<file path="config.mk">
export PLATFORM = sky130hd
export DESIGN_NAME = load_store_unit
export DESIGN_NICKNAME = d
export VERILOG_FILES = /design/src/rtl/mips_pkg.sv /design/src/rtl/lsu_lane_align.sv /design/src/rtl/load_store_unit.sv
export SDC_FILE = /design/constraint.sdc
export NUM_CORES = 1
export LEC_CHECK = 0
export ABC_AREA = 1
export CORE_MARGIN = 2
export CORE_UTILIZATION = 44
export CTS_BUF_LIST = sky130_fd_sc_hd__clkbuf_4
export CTS_CLUSTER_DIAMETER = 40
export DETAILED_ROUTE_END_ITERATION = 12
export PLACE_DENSITY = 0.91
export SLEW_MARGIN = 30
export SYNTH_ARGS = -nofsm -noshare
export SYNTH_HDL_FRONTEND = slang
export SYNTH_SLANG_ARGS = --single-unit
export TNS_END_PERCENT = 10
</file>
<file path="constraint.sdc">
create_clock -name clk -period 1.65 [get_ports clk]
set_clock_uncertainty 0.1 [all_clocks]
set_input_delay 0.2475 -clock clk [delete_from_list [all_inputs] [get_ports clk]]
set_output_delay 0.2475 -clock clk [all_outputs]
set_load 0.03 [all_outputs]
</file>
<file path="src/rtl/mips_pkg.sv">
// Shared encodings for the MIPS MEM-stage load/store unit: access sizes, LSU FSM states
// and the width helper for the ack-timeout counter.
package mips_pkg;

   localparam logic [1:0] SZ_BYTE = 2'b00;
   localparam logic [1:0] SZ_HALF = 2'b01;
   localparam logic [1:0] SZ_WORD = 2'b10;

   typedef enum logic [1:0] {
      ST_IDLE = 2'd0,
      ST_BUSY = 2'd1,
      ST_DONE = 2'd2
   } lsu_state_t;

   // Counter must be able to hold max_count itself; a zero budget still needs one bit.
   function automatic int cnt_width(input int max_count);
      return (max_count < 2) ? 1 : $clog2(max_count + 1);
   endfunction

endpackage

</file>
<file path="src/rtl/lsu_lane_align.sv">
// Combinational byte-lane steering: store byte enables / lane-replicated data, and
// load lane extraction with sign or zero extension. BIG_ENDIAN selects the MIPS lane order.
module lsu_lane_align
   import mips_pkg::*;
#(
   parameter bit BIG_ENDIAN = 1'b1
) (
   input  logic [1:0]  i_st_size,
   input  logic [1:0]  i_st_lane,
   input  logic [31:0] i_st_data,
   output logic [3:0]  o_st_be,
   output logic [31:0] o_st_data,
   input  logic [1:0]  i_ld_size,
   input  logic [1:0]  i_ld_lane,
   input  logic        i_ld_unsigned,
   input  logic [31:0] i_ld_word,
   output logic [31:0] o_ld_data
);

   logic [4:0]  w_shift;
   logic [31:0] w_shifted;

   always_comb begin
      o_st_be   = 4'b1111;
      o_st_data = i_st_data;
      case (i_st_size)
         SZ_BYTE: begin
            o_st_be   = BIG_ENDIAN ? (4'b1000 >> i_st_lane) : (4'b0001 << i_st_lane);
            o_st_data = {4{i_st_data[7:0]}};
         end
         SZ_HALF: begin
            if (BIG_ENDIAN) o_st_be = i_st_lane[1] ? 4'b0011 : 4'b1100;
            else            o_st_be = i_st_lane[1] ? 4'b1100 : 4'b0011;
            o_st_data = {2{i_st_data[15:0]}};
         end
         default: ;
      endcase
   end

   // Bring the addressed lane down to bit 0, then extend.
   always_comb begin
      w_shift = 5'd0;
      case (i_ld_size)
         SZ_BYTE: w_shift = BIG_ENDIAN ? {~i_ld_lane, 3'b000} : {i_ld_lane, 3'b000};
         SZ_HALF: w_shift = BIG_ENDIAN ? {~i_ld_lane[1], 4'b0000} : {i_ld_lane[1], 4'b0000};
         default: w_shift = 5'd0;
      endcase
   end

   assign w_shifted = i_ld_word >> w_shift;

   always_comb begin
      o_ld_data = w_shifted;
      case (i_ld_size)
         SZ_BYTE: o_ld_data = i_ld_unsigned ? {24'd0, w_shifted[7:0]}
                                            : {{24{w_shifted[7]}}, w_shifted[7:0]};
         SZ_HALF: o_ld_data = i_ld_unsigned ? {16'd0, w_shifted[15:0]}
                                            : {{16{w_shifted[15]}}, w_shifted[15:0]};
         default: ;
      endcase
   end

endmodule

</file>
<file path="src/rtl/load_store_unit.sv">
// MEM-stage load/store initiator: one access per stall window over a req/ack word bus.
// Optional MISALIGN_TRAP_EN traps misaligned half/word accesses instead of forcing alignment.
module load_store_unit
   import mips_pkg::*;
#(
   parameter int TIMEOUT_CYCLES = 255,
   parameter bit BIG_ENDIAN     = 1'b1
) (
   input  logic        clk,
   input  logic        reset_n,
   input  logic        op_valid,
   input  logic        op_write,
   input  logic [1:0]  op_size,
   input  logic        op_unsigned,
   input  logic [31:0] op_addr,
   input  logic [31:0] op_wdata,
   input  logic [4:0]  op_rd,
   output logic        stall,
   output logic        wb_valid,
   output logic [4:0]  wb_rd,
   output logic [31:0] wb_data,
   output logic        bus_err,
   output logic        exc_misalign,
   output logic [31:0] exc_addr,
   output logic        mem_req,
   output logic        mem_we,
   output logic [31:0] mem_addr,
   output logic [3:0]  mem_be,
   output logic [31:0] mem_wdata,
   input  logic        mem_ack,
   input  logic [31:0] mem_rdata,
   output lsu_state_t  dbg_state
);

   localparam int            CW     = cnt_width(TIMEOUT_CYCLES);
   localparam logic [CW-1:0] TO_VAL = CW'(TIMEOUT_CYCLES);

   lsu_state_t  r_state, w_next;
   logic [CW-1:0] r_cnt;
   logic        r_we, r_unsigned, r_ld_ok, r_err;
   logic [31:0] r_addr, r_wdata, r_wb_data;
   logic [3:0]  r_be;
   logic [4:0]  r_rd;
   logic [1:0]  r_size, r_lane;
   logic        w_accept, w_timeout, w_misalign;
   logic [3:0]  w_st_be;
   logic [31:0] w_st_data, w_ld_data;
`ifdef MISALIGN_TRAP_EN
   logic        r_mis;
   logic [31:0] r_exc_addr;
`endif

   lsu_lane_align #(.BIG_ENDIAN(BIG_ENDIAN)) u_align (
      .i_st_size     (op_size),
      .i_st_lane     (op_addr[1:0]),
      .i_st_data     (op_wdata),
      .o_st_be       (w_st_be),
      .o_st_data     (w_st_data),
      .i_ld_size     (r_size),
      .i_ld_lane     (r_lane),
      .i_ld_unsigned (r_unsigned),
      .i_ld_word     (mem_rdata),
      .o_ld_data     (w_ld_data)
   );

   assign w_accept  = (r_state == ST_IDLE) && op_valid;
   // An ack on the final allowed cycle still wins over the timeout.
   assign w_timeout = (TIMEOUT_CYCLES != 0) && (r_cnt == TO_VAL) && !mem_ack;

`ifdef MISALIGN_TRAP_EN
   assign w_misalign = ((op_size == SZ_HALF) && op_addr[0]) ||
                       (op_size[1] && (op_addr[1:0] != 2'b00));
`else
   assign w_misalign = 1'b0;
`endif

   always_ff @(posedge clk) begin
      if (!reset_n) r_state <= ST_IDLE;
      else          r_state <= w_next;
   end

   always_comb begin
      w_next = r_state;
      case (r_state)
         ST_IDLE: if (op_valid) w_next = w_misalign ? ST_DONE : ST_BUSY;
         ST_BUSY: if (mem_ack || w_timeout) w_next = ST_DONE;
         ST_DONE: w_next = ST_IDLE;
         default: w_next = ST_IDLE;
      endcase
   end

   always_comb begin
      stall        = 1'b0;
      mem_req      = 1'b0;
      wb_valid     = 1'b0;
      bus_err      = 1'b0;
      exc_misalign = 1'b0;
      case (r_state)
         ST_IDLE: stall = op_valid;
         ST_BUSY: begin
            stall   = 1'b1;
            mem_req = 1'b1;
         end
         ST_DONE: begin
            wb_valid = r_ld_ok;
            bus_err  = r_err;
`ifdef MISALIGN_TRAP_EN
            exc_misalign = r_mis;
`endif
         end
         default: ;
      endcase
   end

   always_ff @(posedge clk) begin
      if (!reset_n) begin
         r_cnt      <= '0;
         r_we       <= 1'b0;
         r_addr     <= '0;
         r_be       <= '0;
         r_wdata    <= '0;
         r_rd       <= '0;
         r_size     <= '0;
         r_lane     <= '0;
         r_unsigned <= 1'b0;
         r_wb_data  <= '0;
         r_ld_ok    <= 1'b0;
         r_err      <= 1'b0;
`ifdef MISALIGN_TRAP_EN
         r_mis      <= 1'b0;
         r_exc_addr <= '0;
`endif
      end else begin
         if (w_accept) begin
            r_we       <= op_write;
            r_addr     <= {op_addr[31:2], 2'b00};
            r_be       <= w_st_be;
            r_wdata    <= w_st_data;
            r_rd       <= op_rd;
            r_size     <= op_size;
            r_lane     <= op_addr[1:0];
            r_unsigned <= op_unsigned;
            r_ld_ok    <= 1'b0;
            r_err      <= 1'b0;
`ifdef MISALIGN_TRAP_EN
            r_mis      <= w_misalign;
            r_exc_addr <= op_addr;
`endif
         end
         if (r_state == ST_BUSY) begin
            r_cnt <= r_cnt + 1'b1;
            if (mem_ack) begin
               r_wb_data <= w_ld_data;
               r_ld_ok   <= !r_we;
            end else if (w_timeout) begin
               r_err <= 1'b1;
            end
         end else begin
            r_cnt <= '0;
         end
      end
   end

   assign mem_we    = r_we;
   assign mem_addr  = r_addr;
   assign mem_be    = r_be;
   assign mem_wdata = r_wdata;
   assign wb_rd     = r_rd;
   assign wb_data   = r_wb_data;
   assign dbg_state = r_state;
`ifdef MISALIGN_TRAP_EN
   assign exc_addr  = r_exc_addr;
`else
   assign exc_addr  = 32'd0;
`endif

endmodule
</file>
==> results.cfg, run 1 <==
[status]
outcome = finished, violations left
violations = setup timing

[timing]
tns_ps = -59.0
setup_violations = 2
hold_viol = 0
drv_slew = 0
fmax_mhz = 587
worst_slack_ps = -53.7
min_period_ps = 1700
hold_slack_ps = 184
timing.final.crit_share = 1.03
rsz0062_at_grt = yes

[die]
fp.dieH_um = 118
io_pins = 254
start_util = 0.452
core_area_mm2 = 0.0127
row_count = 41
die_area_mm2 = 0.0139
die_x_um = 118

[setup_path]
arrival_ps = 1360
startpoint = dbg_state[0]$_SDFFE_PN0P_
crit_path_end = stall
reg2regPathDepth = 9
timing.rr.start = r_size[0]$_SDFFE_PN0P_
r2r_end = wb_data[23]$_SDFFE_PN0P_
cp.required_ps = 1300
rrSetupSlack_ps = 80
worst-path-max-fanout = 4
cp-start-kind = flip-flop
worstSetupPathType = flip-flop to output pin
end_kind = output pin

[synth]
ys_ff_latch = 121
yosysTopAreaCellShare = 0.423
synth_area_leaders = dfxtp_1 (42%), nand2_1 (7.9%), o21ai_0 (7.2%)
synth_top_area_cell = dfxtp_1
synthCells = 804
avgSynthCellArea_um2 = 7.12
synth_area_mm2 = 0.00573
yosysWarnings = 0
yosysUniqueCellTypes = 29
yosysSeqAreaShare = 0.423

[drt]
num_vias = 6121
drtAntennaViolNets = 0
drt_pass1_iterations = 5
wirelength_um = 18100
drtIter0Drc = 530
avgRoutedWirePerCell_um = 14.7
drc = 0
vias_per_cell = 4.98

[place]
dp.final_hpwl_um = 13400
numPlacedInstances = 1188
portBuffers = 218
place.gp.congestion = 0.855
place_area_mm2 = 0.00822

[grt]
grt_usage = 0.258
antenna_found_initial = 1
grt_max_degree = 48
grt_pass1_wl_um = 29100
gr-total-overflow = 0
grt_pass1_vias = 5926

[finish]
final_cell_mix = dfxtp_1 (117), nand2_1 (116), clkdlybuf4s50_1 (107)
nNetsFinal = 1152
regArea_mm2 = 0.00243
multi_input_area_mm2 = 0.00262
nFillCells = 1087
fin_cells = 1228
syn_to_final_growth_pct = 46.9
final_common_cell = dfxtp_1
final_area_mm2 = 0.00841
layout-drive-gt1-share = 0.194

[clock_network]
htreeDepth = 4
clk_root_buffer_cell = clkbuf_4
clk_latency_ps = 520
cts.sinks = 121
cts_buffer_depth = 2
cts_made_buffers = 17
cts.clk_slew.worst_paths_ps = 110
cts_tree = done

[min_path]
holdPathStages = 3
holdCritPathClass = input pin to flip-flop

[pwr]
total_power_mw = 7.82
cellPowerDensity_mw_per_mm2 = 929
ir_worst_vdd_v = 0.000615
p_leak_nw = 3.90

[run]
maxCapViolations = 0
==> Yosys cell counts (all sizes together) <==
library cell	n
a211oi	1
a21oi	62
a31oi	18
and3	2
buf	62
clkbuf	24
clkinv	1
conb	1
dfxtp	121
ha	1
inv	92
nand2	123
nand3	81
nand4	1
nor2	97
nor3	3
o211ai	3
o21a	28
o21ai	82
xnor2	1
==> worst max-delay path: stages, from the launching register on <==
cell and delay [ps]:
dfxtp_4 370, inv_6 80, nand2_4 50, nor2_4 100, inv_4 50, nand2_2 50, buf_6 120
==> metal layers <==
layer	track usage	up-vias	wire length, um
li1	-	3019	-
met1	0.300	2767	7210
met2	0.427	293	8740
met3	0.0843	42	1540
met4	0.123	0	563
met5	0	-	0
==> how the worst min path moves through the flow <==
stage | from | endpoint
after detailed placement | r_cnt[0]$_SDFF_PN0_ | r_cnt[0]$_SDFF_PN0_
final | op_wdata[17] | mem_wdata[17]$_SDFFE_PN0P_
after floorplan | op_unsigned | r_unsigned$_SDFFE_PN0P_
after global routing | op_wdata[20] | mem_wdata[20]$_SDFFE_PN0P_
after CTS | op_wdata[18] | mem_wdata[18]$_SDFFE_PN0P_
after global placement | r_cnt[0]$_SDFF_PN0_ | r_cnt[0]$_SDFF_PN0_
==> final cells by class <==
type                       count  share of cell area
multi-input combinational    538               0.312
timing repair buffer         271               0.297
sequential                   121               0.289
inverter                      93              0.0424
tap                          172              0.0256
clock buffer                  21              0.0187
clock inverter                11              0.0153
antenna                        1            0.000298
==> power breakdown <==
part,switching (mW),internal [mW]
logic,1.43,0.934
clock network,1.07,1.09
registers,0.133,3.15
total,2.64,5.18
==> registers in the layout (all words and copies together) (netlist names) <==
name,count
dbg_state,2
mem_addr,30
mem_be,4
mem_wdata,32
mem_we,1
r_cnt,8
r_err,1
r_lane,2
r_ld_ok,1
r_size,2
r_unsigned,1
wb_data,32
wb_rd,5
==> per-stage QoR <==
| step | setup slack [ps] | util |
|---|---|---|
| 2_1_floorplan | 0.100 | - |
| 3_3_place_gp | -126 | 0.649 |
| 3_5_place_dp | -188 | 0.649 |
| 4_1_cts | -115 | 0.675 |
| 5_1_grt | -130 | 0.664 |
| 6_report | -53.7 | 0.664 |
==> cell families after synthesis <==
family | after synthesis | share of synthesized area
AOI/OAI and AO/OA | 194 | 0.190
xor gates and xnor gates | 1 | 0.00153
adders and majority gates | 1 | 0.00218
buffers and inverters | 179 | 0.150
DFF | 121 | 0.423
other | 1 | 0.000655
and+or+nand+nor | 307 | 0.233
==> what timing repair did <==
item,in CTS,in global routing
hold buffers,1,0
pin swaps,1,5
resized for setup,242,81
setup buffers,3,4
endpoints found under the hold margin,2,0
setup endpoints to repair,109,108
Note: power is estimated with default switching activity, not from simulation.
==> inputs of run 2 (changes only) <==
--- a/config.mk
+++ b/config.mk
@@ -7,13 +7,14 @@
 export LEC_CHECK = 0
 export ABC_AREA = 1
 export CORE_MARGIN = 2
-export CORE_UTILIZATION = 44
+export CORE_UTILIZATION = 30
 export CTS_BUF_LIST = sky130_fd_sc_hd__clkbuf_4
 export CTS_CLUSTER_DIAMETER = 40
 export DETAILED_ROUTE_END_ITERATION = 12
-export PLACE_DENSITY = 0.91
+export PLACE_DENSITY = 0.68
 export SLEW_MARGIN = 30
 export SYNTH_ARGS = -nofsm -noshare
 export SYNTH_HDL_FRONTEND = slang
+export SYNTH_HIERARCHICAL = 1
 export SYNTH_SLANG_ARGS = --single-unit
 export TNS_END_PERCENT = 10
==> constraint.sdc (replaced) <==
create_clock -name clk -period 1.65 [get_ports clk]
set_clock_uncertainty 0.1 [all_clocks]
set_input_delay 0.33 -clock clk [delete_from_list [all_inputs] [get_ports clk]]
set_output_delay 0.33 -clock clk [all_outputs]
set_load 0.03 [all_outputs]
==> run 2 against run 1 <==
Effect of this change:
- the flow still finishes with violations (setup timing)
- largest power group unchanged
- routed wire length is 2.3% higher
- clock power grew 10%
- first-iteration DRC count shrank 54%
- non-clock buffer count up 3
- synthesized area rose by 0.90%
- largest cell class unchanged
- critical endpoint is now wb_valid
- hold slack gained 120 ps
- highest routed layer unchanged
- fmax grew 0.27%
- synthesized cell count grew 4.7%
- final cell count rose by 10%
- sequential share of layout area rose by 0.51 points
==> results.cfg, run 2 <==
[die]
start_util = 0.307
die_x_um = 143
row_count = 50
fp.dieH_um = 143
core_area_mm2 = 0.0188
die_area_mm2 = 0.0204
io_pins = 254

[grt]
grt_max_degree = 63
grt_pass1_wl_um = 28500
gr-total-overflow = 0
antenna_found_initial = 0
grt_usage = 0.178
grt_pass1_vias = 5740

[finish]
fin_cells = 1352
syn_to_final_growth_pct = 43.3
nNetsFinal = 1188
final_cell_mix = nor2_1 (239), o21ai_0 (135), nand2_1 (117)
final_common_cell = nor2_1
final_area_mm2 = 0.00828
utilization = 0.439
layout-drive-gt1-share = 0.210
nFillCells = 1988

[timing]
setup_violations = 3
hold_viol = 0
tns_ps = -114
timing.final.crit_share = 1.03
hold_slack_ps = 305
rsz0062_at_grt = yes
drv_slew = 0
worst_slack_ps = -49.2
min_period_ps = 1700
fmax_mhz = 589

[clock_network]
clk_root_buffer_cell = clkbuf_4
clk_latency_ps = 520
cts.sinks = 121
cts_made_buffers = 17
cts_buffer_depth = 2
htreeDepth = 4
cts_tree = done
cts.clk_slew.worst_paths_ps = 130

[min_path]
holdPathStages = 3
hold_path_end = mem_addr[17]$_SDFFE_PN0P_
holdCritPathClass = input pin to flip-flop
hp-start = op_addr[17]

[synth]
async_flop_share = 0
synth_common_cells = nor2_1 (239), o21ai_0 (138), dfxtp_1 (121), nand2_1 (118), buf_4 (46)
synth_compound_gate_area_share = 0.140
synth_mux_area_frac = 0.0104
synth_area_mm2 = 0.00578
synth_top_family_by_area = simple AND/OR/NAND/NOR gates
synth_area_leaders = dfxtp_1 (42%), nor2_1 (16%), o21ai_0 (12%)
synth_top_area_cell = dfxtp_1
ys_ff_latch = 121
yosys.area_share.adder = 0.00217
synth_most_common_cell = nor2_1
synth_flop_cell = dfxtp_1
yosysWarnings = 6
avgSynthCellArea_um2 = 6.86
yosysUniqueCellTypes = 30
synth_edf_count = 0
synthCells = 842
yosys.area_share.simple = 0.299
yosysSeqAreaShare = 0.419
yosysTopAreaCellShare = 0.419
synthXorXnorAreaFrac = 0

[drt]
avgRoutedWirePerCell_um = 13.7
drc = 0
num_vias = 6043
vias_per_cell = 4.47
drt-met1-wl_um = 7690
drtIter0Drc = 246
route.met3.wl_um = 1730
drt_pass1_iterations = 6
drtAntennaViolNets = 0
wl_met2_um = 8830
wirelength_um = 18500
highest_layer = met4

[place]
dp.final_hpwl_um = 13600
place_area_mm2 = 0.00834
numPlacedInstances = 1315
place.gp.congestion = 0.829
portBuffers = 218
pre_cts_slack_ps = -172

[status]
violations = setup timing
outcome = finished, violations left

[setup_path]
cp.required_ps = 1220
crit_buf_inv = 2
arrival_ps = 1270
worst-path-max-fanout = 3
cp_slowest_cell = dfxtp_4
reg2regPathDepth = 10
slowest_delay_ps = 390
r2r_end = wb_data[22]$_SDFFE_PN0P_
timing.rr.start = r_size[0]$_SDFFE_PN0P_
cp-start-kind = flip-flop
cp_cell_sequence = inv_4, and3_4, buf_6
rrSetupSlack_ps = 20
worstSetupPathType = flip-flop to output pin
critical-path-top-delay-family = flip-flops
end_kind = output pin

[pwr]
p_leak_nw = 3.95
ir_worst_vdd_v = 0.000412
cellPowerDensity_mw_per_mm2 = 984
total_power_mw = 8.14

[run]
maxCapViolations = 0
run 2: worst max path at each step:
stage                               from                       end  slack (ps)  cells past startpoint
3_5_place_dp               mem_rdata[31]  wb_data[22]$_SDFFE_PN0P_        -170                     10
2_1_floorplan  dbg_state[0]$_SDFFE_PN0P_                     stall         110                      4
3_3_place_gp               mem_rdata[28]  wb_data[20]$_SDFFE_PN0P_        -170                      7
5_1_grt        dbg_state[0]$_SDFFE_PN0P_                   bus_err        -160                      3
6_report       dbg_state[0]$_SDFFE_PN0P_                  wb_valid         -50                      3
4_1_cts        dbg_state[0]$_SDFFE_PN0P_                   bus_err        -110                      3
run 2: cell families (layout without fill, tap and decap cells):
kind of cell	Yosys count	after routing
mux	6	6
simple gates	421	421
other cells	1	36
compound gates	159	159
fa+ha+maj	1	1
flops	121	121
buf+inv	133	348
run 2: metal layers:
layer  GRT usage  vias to the layer above
met2       0.304                      242
met1       0.209                     2704
met4      0.0500                        0
li1            -                     3076
met3      0.0681                       21
met5           0                        -
run 2: worst reg2reg max path: stages, from the launching register on:
cell and delay [ps]:
dfxtp_2 340, nor2_4 180, nand2_8 140, buf_4 160, nand2_1 60, nand2_2 60, nand4_2 120, buf_12 150
nand3_1 80, nor2_1 110, nor2_1 50
run 2: final cells by class:
class	count	area, um2	share of cell area
multi-input cells	622	2780	0.336
flip-flops and latches	121	2440	0.294
repair buffers	274	2240	0.271
well taps	260	325	0.0393
clock inverters	13	176	0.0213
inverters	41	163	0.0197
clock buffers	19	143	0.0172
repair inverters	1	5.00	0.000605
diodes	1	2.50	0.000302
run 2: timing repair:
action / CTS / global route
buffers inserted: 1 / 1
hold buffers: 1 / 0
pin swaps: 2 / 13
endpoints found under the setup margin: 110 / 48
gates resized for setup: 518 / 35
endpoints found under the hold margin: 1 / 0
gates cloned: 0 / 1
run 2: report_power, final:
group | leakage [nW] | switching, mW | total, mW | internal, mW
logic | 2.78 | 1.52 | 2.46 | 0.945
clock network | 0.170 | 1.16 | 2.39 | 1.23
registers | 1.00 | 0.131 | 3.29 | 3.16
total | 3.95 | 2.81 | 8.14 | 5.33
==> inputs of run 3 (changes only) <==
==> constraint.sdc (replaced) <==
create_clock -name clk -period 1.98 [get_ports clk]
set_clock_uncertainty 0.1 [all_clocks]
set_input_delay 0.396 -clock clk [delete_from_list [all_inputs] [get_ports clk]]
set_output_delay 0.396 -clock clk [all_outputs]
set_load 0.03 [all_outputs]
==> run 3 against run 2 <==
Effect of this change:
- the flow now finishes without violations
- combinational power is 20% lower
- routed wire length decreased by 0.69%
- final cell count shrank 2.4%
- clock power down 31%
- setup slack improved by 180 ps
- flip-flop and latch count is the same
- sequential power down 17%
- power fell by 22%
- highest routed layer is now met5
==> results.cfg, run 3 (synthesized netlist as in run 2, its figures left out) <==
[place]
place.gp.congestion = 0.819
portBuffers = 218
numPlacedInstances = 1286
dp.final_hpwl_um = 13100

[finish]
syn_to_final_growth_pct = 42.1
layout-drive-gt1-share = 0.0727
nNetsFinal = 1158
fin_cells = 1319
antennaDiodeCount = 0
final_common_cell = nor2_1
final_cell_mix = nor2_1 (239), o21ai_0 (138), dfxtp_1 (119)

[timing]
drv_slew = 0
rsz0062_at_grt = yes
maxSlewHeadroom = 0.633
min_period_ps = 1850
timing.final.crit_share = 0.933
setup_violations = 0
hold_viol = 0
fmax_mhz = 541
worstMarginPinSlew_ps = 550
tns_ps = 0

[die]
core_area_mm2 = 0.0188
die_area_mm2 = 0.0204
die_x_um = 143
io_pins = 254
row_count = 50
start_util = 0.307
fp.dieH_um = 143

[setup_path]
arrival_ps = 1350
worstSetupPathType = flip-flop to output pin
end_kind = output pin
slowest_delay_ps = 420
critical-path-top-delay-family = buffers and inverters
crit_buf_inv = 1
cp_slowest_cell = clkdlybuf4s15_1
cp_cell_sequence = clkdlybuf4s15_1
worst-path-max-fanout = 2
reg2regPathDepth = 9
cp-start-kind = flip-flop
cp.required_ps = 1480
cp.depth = 1

[status]
outcome = complete, no violations

[drt]
drt_pass1_iterations = 5
drtAntennaViolNets = 0
avgRoutedWirePerCell_um = 13.9
drc = 0
num_vias = 5975
wirelength_um = 18400
drtIter0Drc = 320
vias_per_cell = 4.53

[pwr]
cellPowerDensity_mw_per_mm2 = 774
p_leak_nw = 3.96
ir_worst_vdd_v = 0.000283

[clock_network]
cts.clk_slew.worst_paths_ps = 110
cts_buffer_depth = 2
cts_hold_buf = 0
cts.sinks = 121
cts_made_buffers = 17
clk_root_buffer_cell = clkbuf_4
clk_latency_ps = 510
cts_tree = done
htreeDepth = 4

[grt]
antenna_found_initial = 1
grt_pass1_vias = 5566
gr-total-overflow = 0
grt_max_degree = 111
grt_pass1_wl_um = 28200
grt_usage = 0.177

[min_path]
holdPathStages = 3
holdCritPathClass = input pin to flip-flop

[run]
maxCapViolations = 0
## run 3: final cells by class
cell class	instances	area [um2]
Tap cell	260	325
Timing Repair Buffer	245	2320
Clock buffer	18	135
Clock inverter	12	110
Inverter	41	158
Sequential cell	121	2420
Multi-Input combinational cell	622	2740
Fill cell	2019	10600
## run 3: power breakdown
| group | leakage, nW | switching [mW] | internal, mW |
|---|---|---|---|
| clock | 0.125 | 0.931 | 0.721 |
| sequential | 0.998 | 0.104 | 2.63 |
| combinational | 2.84 | 1.23 | 0.732 |
## run 3: path summary, 6_finish.rpt
path                              startpoint                       end  slack [ps]
setup / recovery  mem_wdata[11]$_SDFFE_PN0P_             mem_wdata[11]         130
hold / removal                       reset_n          r_err$_SDFF_PN0_         110
setup reg to reg      r_size[1]$_SDFFE_PN0P_  wb_data[21]$_SDFFE_PN0P_         190
hold reg to reg          r_cnt[0]$_SDFF_PN0_       r_cnt[0]$_SDFF_PN0_         370
## run 3: routing by layer
metal  track usage  vias up  wire (um)
met3        0.0748       20       1820
met1         0.212     2690       7760
met5             0        -         11
met2         0.286      251       8520
li1              -     3012          -
met4        0.0547        2        242
## run 3: stage by stage
stage	total power, mW	worst slack (ps)	hold slack, ps	util	instance area (um2)
floorplan	4.09	369	330	-	5900
global placement	4.86	40.7	347	0.429	8080
detailed placement	4.87	33.1	353	0.429	8080
CTS	6.41	12.0	50.3	0.435	8190
global route	6.76	-11.2	49.3	0.436	8210
finish	6.35	133	111	0.436	8210
## run 3: repair_timing
action	4_1_cts	5_1_grt
setup buffers	0	3
resized for setup	118	8
endpoints found under the setup margin	109	6
